$ cat src/rtl/qmult_pkg.sv
// rtl/qmult_pkg.sv - shared encodings, latency constant and range helpers for qmult_pipe
package qmult_pkg;

  typedef enum logic {
    ROUND_TRUNC   = 1'b0,
    ROUND_HALF_UP = 1'b1
  } round_mode_e;

  typedef enum logic {
    SAT_WRAP  = 1'b0,
    SAT_CLAMP = 1'b1
  } sat_mode_e;

  // Accepted-to-valid latency of qmult_pipe when not stalled.
  localparam int QMULT_LAT = 3;

  // Largest positive N-bit two's-complement value, zero-extended to 64 bits.
  function automatic logic [63:0] qmult_max(input int n);
    return (64'd1 << (n - 1)) - 64'd1;
  endfunction

  // Most negative N-bit two's-complement value, sign-extended to 64 bits.
  function automatic logic [63:0] qmult_min(input int n);
    return ~qmult_max(n);
  endfunction

endpackage

$ cat src/rtl/qmult_round_sat.sv
// rtl/qmult_round_sat.sv - combinational round/shift and range check of a 2N-bit Q-format product
// Ports:
//   i_product  2N-bit signed product with 2Q fractional bits
//   i_round    rounding mode (truncate toward -inf, or round half up)
//   i_sat      overflow mode (wrap, or clamp to the N-bit range)
//   o_result   N-bit QI.Q result
//   o_ovr      rescaled product does not fit in N bits
module qmult_round_sat
  import qmult_pkg::*;
#(
  parameter int N = 16,
  parameter int Q = 8
) (
  input  logic signed [2*N-1:0] i_product,
  input  round_mode_e           i_round,
  input  sat_mode_e             i_sat,
  output logic        [N-1:0]   o_result,
  output logic                  o_ovr
);

  localparam logic [63:0]  MAX64   = qmult_max(N);
  localparam logic [63:0]  MIN64   = qmult_min(N);
  localparam logic [N-1:0] SAT_POS = MAX64[N-1:0];
  localparam logic [N-1:0] SAT_NEG = MIN64[N-1:0];

  logic signed [2*N:0] rnd_add;
  logic signed [2*N:0] sum;
  logic signed [2*N:0] r;
  logic                fits;

  always_comb begin
    rnd_add = '0;
    if (i_round == ROUND_HALF_UP) begin
      rnd_add[Q-1] = 1'b1;
    end
    // One guard bit above the product so the rounding add cannot wrap.
    sum = {i_product[2*N-1], i_product} + rnd_add;
    r   = sum >>> Q;
    // R fits in N bits exactly when all bits from the N-bit sign position up agree.
    fits  = (&r[2*N:N-1]) | ~(|r[2*N:N-1]);
    o_ovr = ~fits;
    o_result = r[N-1:0];
    if (o_ovr && (i_sat == SAT_CLAMP)) begin
      o_result = r[2*N] ? SAT_NEG : SAT_POS;
    end
  end

endmodule

$ cat src/rtl/qmult_pipe.sv
// rtl/qmult_pipe.sv - three-stage signed QI.Q multiplier with valid/ready flow control
// Ports:
//   i_clk, i_rst                    clock, synchronous active-high reset
//   i_valid / o_ready               operand handshake
//   i_multiplicand, i_multiplier    signed QI.Q operands
//   i_round, i_sat_en               per-operation rounding and saturation select
//   o_valid / i_ready               result handshake
//   o_result, o_ovr                 product and its overflow flag
//   o_ovr_sticky, i_ovr_clr         accumulated overflow flag and its clear
module qmult_pipe
  import qmult_pkg::*;
#(
  parameter int N = 16,
  parameter int Q = 8
) (
  input  logic         i_clk,
  input  logic         i_rst,
  input  logic         i_valid,
  output logic         o_ready,
  input  logic [N-1:0] i_multiplicand,
  input  logic [N-1:0] i_multiplier,
  input  logic         i_round,
  input  logic         i_sat_en,
  output logic         o_valid,
  input  logic         i_ready,
  output logic [N-1:0] o_result,
  output logic         o_ovr,
  output logic         o_ovr_sticky,
  input  logic         i_ovr_clr
);

  // Whole pipeline advances together; it stalls only when the output is held.
  logic en;

  logic                s1_valid_q, s1_valid_d;
  logic [N-1:0]        a_q, a_d;
  logic [N-1:0]        b_q, b_d;
  round_mode_e         s1_round_q, s1_round_d;
  sat_mode_e           s1_sat_q, s1_sat_d;

  logic                s2_valid_q, s2_valid_d;
  logic signed [2*N-1:0] p_q, p_d;
  round_mode_e         s2_round_q, s2_round_d;
  sat_mode_e           s2_sat_q, s2_sat_d;

  logic                s3_valid_q, s3_valid_d;
  logic [N-1:0]        result_q, result_d;
  logic                ovr_q, ovr_d;
  logic                sticky_q, sticky_d;

  logic [N-1:0]        rs_result;
  logic                rs_ovr;

  qmult_round_sat #(
    .N(N),
    .Q(Q)
  ) u_round_sat (
    .i_product (p_q),
    .i_round   (s2_round_q),
    .i_sat     (s2_sat_q),
    .o_result  (rs_result),
    .o_ovr     (rs_ovr)
  );

  always_comb begin
    en = ~s3_valid_q | i_ready;

    s1_valid_d = s1_valid_q;
    a_d        = a_q;
    b_d        = b_q;
    s1_round_d = s1_round_q;
    s1_sat_d   = s1_sat_q;
    s2_valid_d = s2_valid_q;
    p_d        = p_q;
    s2_round_d = s2_round_q;
    s2_sat_d   = s2_sat_q;
    s3_valid_d = s3_valid_q;
    result_d   = result_q;
    ovr_d      = ovr_q;

    if (en) begin
      s1_valid_d = i_valid;
      a_d        = i_multiplicand;
      b_d        = i_multiplier;
      s1_round_d = round_mode_e'(i_round);
      s1_sat_d   = sat_mode_e'(i_sat_en);

      s2_valid_d = s1_valid_q;
      // Both operands sign-extended to 2N so the low 2N bits hold the exact signed product.
      p_d = $signed({{N{a_q[N-1]}}, a_q}) * $signed({{N{b_q[N-1]}}, b_q});
      s2_round_d = s1_round_q;
      s2_sat_d   = s1_sat_q;

      s3_valid_d = s2_valid_q;
      // Bubbles leave the last result in place rather than loading garbage.
      if (s2_valid_q) begin
        result_d = rs_result;
        ovr_d    = rs_ovr;
      end
    end

    // A set on an overflowing transfer wins over a clear in the same cycle.
    sticky_d = (sticky_q & ~i_ovr_clr) | (s3_valid_q & i_ready & ovr_q);
  end

  always_ff @(posedge i_clk) begin
    if (i_rst) begin
      s1_valid_q <= 1'b0;
      a_q        <= '0;
      b_q        <= '0;
      s1_round_q <= ROUND_TRUNC;
      s1_sat_q   <= SAT_WRAP;
      s2_valid_q <= 1'b0;
      p_q        <= '0;
      s2_round_q <= ROUND_TRUNC;
      s2_sat_q   <= SAT_WRAP;
      s3_valid_q <= 1'b0;
      result_q   <= '0;
      ovr_q      <= 1'b0;
      sticky_q   <= 1'b0;
    end else begin
      s1_valid_q <= s1_valid_d;
      a_q        <= a_d;
      b_q        <= b_d;
      s1_round_q <= s1_round_d;
      s1_sat_q   <= s1_sat_d;
      s2_valid_q <= s2_valid_d;
      p_q        <= p_d;
      s2_round_q <= s2_round_d;
      s2_sat_q   <= s2_sat_d;
      s3_valid_q <= s3_valid_d;
      result_q   <= result_d;
      ovr_q      <= ovr_d;
      sticky_q   <= sticky_d;
    end
  end

  assign o_ready      = en;
  assign o_valid      = s3_valid_q;
  assign o_result     = result_q;
  assign o_ovr        = ovr_q;
  assign o_ovr_sticky = sticky_q;

endmodule
$ cat config.mk
export PLATFORM = sky130hd
export DESIGN_NAME = qmult_pipe
export DESIGN_NICKNAME = d
export VERILOG_FILES = /design/src/rtl/qmult_pkg.sv /design/src/rtl/qmult_round_sat.sv /design/src/rtl/qmult_pipe.sv
export SDC_FILE = /design/constraint.sdc
export NUM_CORES = 1
export LEC_CHECK = 0
export BUFFER_PORTS_ARGS = -buffer_cell sky130_fd_sc_hd__buf_2
export CORE_ASPECT_RATIO = 0.75
export CORE_UTILIZATION = 50
export DETAILED_ROUTE_END_ITERATION = 8
export PLACE_DENSITY = 0.7
export RECOVER_POWER = 25
export SETUP_SLACK_MARGIN = 0.2
export SLEW_MARGIN = 30
export SYNTH_ARGS = -nofsm -noshare
export SYNTH_HDL_FRONTEND = slang
export SYNTH_HIERARCHICAL = 1
export SYNTH_SLANG_ARGS = --single-unit
$ cat constraint.sdc
create_clock -name i_clk -period 6.39 [get_ports i_clk]
set_clock_uncertainty 0.05 [all_clocks]
set_input_delay 0.3195 -clock i_clk [delete_from_list [all_inputs] [get_ports i_clk]]
set_output_delay 0.3195 -clock i_clk [all_outputs]
set_load 0.02 [all_outputs]
## After elaboration in Yosys (flattened, before gate mapping)

Index checks and enable logic that the tools add are counted.

| storage, ports and cells | value |
|---|---|
| bits of input ports | 39 |
| bits in registers | 89 |
| logic and storage cells | 32 |
| output and inout bits | 20 |

| operators by class | value |
|---|---|
| multiplexer cells | 3 |
| reduce and logical (&&, ||, !) cells | 4 |
| add/sub/neg operators | 1 |
| multiply operators | 1 |
| bitwise logic cells | 10 |

Operator list:

| cell | count |
|---|---|
| 32-bit by 9-bit adder with 33-bit output | 1 |
| 16-bit by 16-bit multiplier with 32-bit output | 1 |
| 16-bit two-way mux | 2 |
| 10-bit AND reduction | 1 |
| 10-bit OR reduction | 1 |
| 1-bit NOT | 4 |
| 1-bit bitwise AND | 3 |
| 1-bit OR | 3 |
| 2-bit AND reduction | 1 |
| 1-bit logical AND | 1 |
| 1-bit two-way mux | 1 |

## Longest topological paths before layout

| depth | value |
|---|---|
| depth in word-level cells | 8 |
| mapped depth | 23 |
| depth with buffers taken out | 21 |

## By module

Netlist, hierarchy kept.

Modules (own cells, without submodules):

| module | times used | sequential area each (um^2) | cells each | area each (um^2) |
|---|---|---|---|---|
| qmult_pipe | 1 | 1781.7 | 1469 | 12924.9 |
| qmult_round_sat | 1 | 0.0 | 148 | 1089.8 |

## Worst setup path after synthesis

OpenSTA, ideal clock, no wires.

| timing | value |
|---|---|
| path kind | flip-flop to flip-flop |
| from | register b_q[7] |
| to | register p_q[31] |
| slack | 0.378 ns |
| arrival | 5.877 ns |
| clock period less this slack | 6.012 ns |
| setup time | 0.086 ns |
| cell stages (with the launch flop) | 24 |
| path buffers | 2 |
| data required time | 6.254 ns |
| cell sequence | dfxtp_1 > clkbuf_1 > clkbuf_1 > nand2_1 > fa_1 > inv_1 > fa_1 > inv_1 > fa_1 > inv_1 > fa_1 > fa_1 > inv_1 > fa_1 > inv_1 > ha_1 > a21oi_1 > o21ai_1 > nor4_4 > a21oi_4 > a2111oi_2 > o21bai_2 > xnor2_1 > a211oi_1 |

| between the ends | value |
|---|---|
| cells in the longest elaborated chain, start to end | 1 |

RTL lines:

| item | line | RTL |
|---|---|---|
| start, declared | qmult_pipe.sv:37 | `logic [N-1:0] b_q, b_d;` |
| start signal, assigned | qmult_pipe.sv:110 | `b_q <= '0;` |
| start signal, assigned | qmult_pipe.sv:124 | `b_q <= b_d;` |
| 16-bit by 16-bit multiplier with 32-bit output | qmult_pipe.sv:90 | `p_d = $signed({{N{a_q[N-1]}}, a_q}) * $signed({{N{b_q[N-1]}}, b_q});` |
| end signal, assigned | qmult_pipe.sv:128 | `p_q <= p_d;` |
| end, declared | qmult_pipe.sv:42 | `logic signed [2*N-1:0] p_q, p_d;` |

Every way passes these cells.
A chain may end at the register's enable or synchronous reset.

## Final worst setup path

| timing | value |
|---|---|
| from | register a_q[10] |
| to | register p_q[29] |

| between the ends | value |
|---|---|
| cells in the longest elaborated chain, start to end | 1 |

RTL lines:

| item | line | RTL |
|---|---|---|
| start, declared | qmult_pipe.sv:36 | `logic [N-1:0] a_q, a_d;` |
| start signal, assigned | qmult_pipe.sv:109 | `a_q <= '0;` |
| start signal, assigned | qmult_pipe.sv:123 | `a_q <= a_d;` |
| 16-bit by 16-bit multiplier with 32-bit output | qmult_pipe.sv:90 |  |

Every way passes these cells.

==> summary.md <==
| Metric | Value |
|---|---|
| Tmin final | 5.98 ns |
| Critical Path AT | 6.18 ns |
| FF/Latch Area | 1680 um^2 |
| CTS Buffer Depth | 2 |
| Mean post-synth cell area | 8.68 um^2 |
| Clk_lat worst skew | 0.36 ns |
| Slowest cell on the critical path | fa_1 |
| Port bufs | 58 |
| Slew Viols, Final | 66 |
| Critical Setup Path Class | flop to flop |
| CP required | 6.59 ns |
| Initial DRC Count | 657 |
| Ports | 59 |
| Overall power | 3.62 mW |
| Largest net degree at the start of global routing | 66 |
| Post-synthesis net count | 1,970 |
| Fin area | 14,900 um^2 |
| Die Span Y | 146 um |
| Post-DP HPWL | 27,600 um |
| Final setup fails | 0 |
| Setup TNS | 0 ns |
| Clk slew on worst S/H paths | 0.06 ns |
| Max-cap violations | 1 |
| DRT Pass-1 Iters | 6 |
| Crit end category | flop |
| Fmax | 0.167 GHz |
| Overall Global Routing Usage | 26.1% |
| Detailed-route wire length per cell | 17.1 um |
| First-pass GRT wire length | 58,200 um |
| H-tree depth | 3 |
| DRC | 0 |
| CTS tree | yes |
| Gp weighted congestion | 0.907 |
| CP max stage delay | 0.55 ns |
| Vias in the first global route | 11,210 |
| Vias per Instance | 5.46 |
| Placed Area | 14,500 um^2 |
| Fin crit share | 93.6% |
| Filler cells | 2,422 |
| Synth Cell Area | 13,800 um^2 |
| Startpoint Class | flop |
| Die width | 194 um |
| Number of diodes | 0 |
| Hold slack | 0.139 ns |
| Area growth, synth to finish | 8.36% |
| CP Cell Sequence | buf_4 > and2_1 > fa_1 > inv_1 > fa_1 > fa_1 > inv_1 > fa_1 > fa_1 > inv_1 > fa_1 > inv_1 > ha_1 > nand2_1 > a211oi_2 > o21ai_2 > a21oi_4 > a2111oi_1 > nor3b_1 > mux2i_1 > nand2_1 |
| Grt total ovfl | 0 |
| Pwr/cell area | 243 nW/um^2 |
| NumNets Final | 2,013 |
| Clock Sinks | 82 |
| Path type of the worst min-delay path | input port to flop |
| CP dominant cell by count | fa_1 |
| CP max FO | 17 |
| Hold Fails Final Rpt | 0 |
| Via count | 10,831 |
| Ys Warns | 6 |
| Grt met3 use | 4.73% |
| Die Area | 28,200 um^2 |
| CTS root buffer | clkbuf_16 |
| Core area | 27,000 um^2 |
| Starting Density | 51.0% |
| Failing checks | capacitance limit, slew limit |
| Max-slew headroom | -115% |
| Grt met1 use | 38.3% |
| Number of buffers created by CTS | 9 |
| Number of core rows | 52 |
| GR peak layer | met2 |
| Layout cells sized above 1 | 10.5% |
| Routed WL | 34,000 um |
| M2 GR Usage | 40.3% |
| Area of the multi-input gates | 10,800 um^2 |
| Worst-margin pin slew | 3.22 ns |
| RSZ-0062 raised after global routing | true |
| Antenna-violating nets left | 0 |
| Status | finished with violations |
| LEAKAGE | 7.16 nW |
| Worst IR drop on VDD | 0.241 mV |
| Post-Synthesis Cells | 1,586 |
| Initial antenna violation count | 0 |
## sequential cells by signal, indices dropped and copies added (netlist names)
signal / count
s1_round_q: 1
s2_sat_q: 1
o_ovr_sticky: 1
s2_round_q: 1
a_q: 16
s1_valid_q: 1
s1_sat_q: 1
p_q: 25
o_valid: 1
o_ovr: 1
o_result: 16
s2_valid_q: 1
b_q: 16
## final timing paths
check / startpoint / endpoint / slack (ns) / depth (start not counted)
worst min register to register: o_result[5] / o_result[5] / 0.40 / 2
worst max register to register: a_q[10] / p_q[29] / 0.41 / 21
worst min-delay path: i_multiplier[1] / b_q[1] / 0.14 / 3
worst max-delay path: a_q[10] / p_q[29] / 0.41 / 21
## where the power goes
group | internal [mW] | switching, mW | leakage, nW
sequential | 0.599 | 0.134 | 0.686
clock | 0.304 | 0.232 | 0.141
combinational | 1.04 | 1.31 | 6.33
## critical path: cells and delay by family (launching register included)
| kind | cells | cell delay, ns |
|---|---|---|
| muxes | 1 | 0.22 |
| buffers and inverters | 5 | 0.40 |
| adders and majority gates | 7 | 3.46 |
| and+or+nand+nor | 4 | 0.68 |
| DFF | 1 | 0.30 |
| AOI/OAI and AO/OA | 4 | 0.76 |
## area by class of cell
cell class	count	share of cell area (%)
multi-input cells	1135	72.2
flip-flops and latches	82	11.3
inverters	295	7.43
repair buffers	106	4.20
well taps	351	2.95
clock buffers	12	1.59
clock inverters	4	0.352
## timing repair
item | 4_1_cts | 5_1_grt
gates resized for setup | 3 | 38
gates cloned | 0 | 0
pin swaps | 0 | 4
setup endpoints to repair | 7 | 12
hold buffers | 0 | 0
setup buffers | 0 | 4
## layout by cell type (no fill, tap or decap), types with 4 or more instances in the layout
cell         n
inv_1      294
nand2_1    276
fa_1       259
and2_1     125
a21oi_1     96
ha_1        83
dfxtp_1     60
buf_4       46
nor2_1      40
buf_2       38
xnor2_1     27
clkbuf_1    24
o21ai_0     20
nand3_1     19
xor2_1      17
dfxtp_2     16
nor3_1      15
a31o_2      15
nor2b_1     14
a311oi_2    10
a21o_1       9
clkbuf_16    9
nand2b_1     7
and3_1       7
nand4_1      7
a31oi_1      6
dfxtp_4      6
and4_1       6
a211oi_1     5
a311oi_1     5
a21oi_2      4
o21a_1       4
## per-layer routing
metal	part of all wire [%]	up-vias	wire, um
met5	0	-	0
met4	1.6	0	543
met3	6.9	39	2350
met2	45	356	15400
met1	46	5463	15600
li1	-	4973	-
## through the flow
step	utilization, %	worst slack (ns)	std cells
floorplan	-	0.378	1586
global placement	53.8	0.127	1965
detailed placement	53.8	0.0239	1965
CTS	54.9	0.198	1981
global route	55.2	0.135	1985
finish	55.2	0.409	1985
No activity file was read; power rests on OpenSTA's default activity.
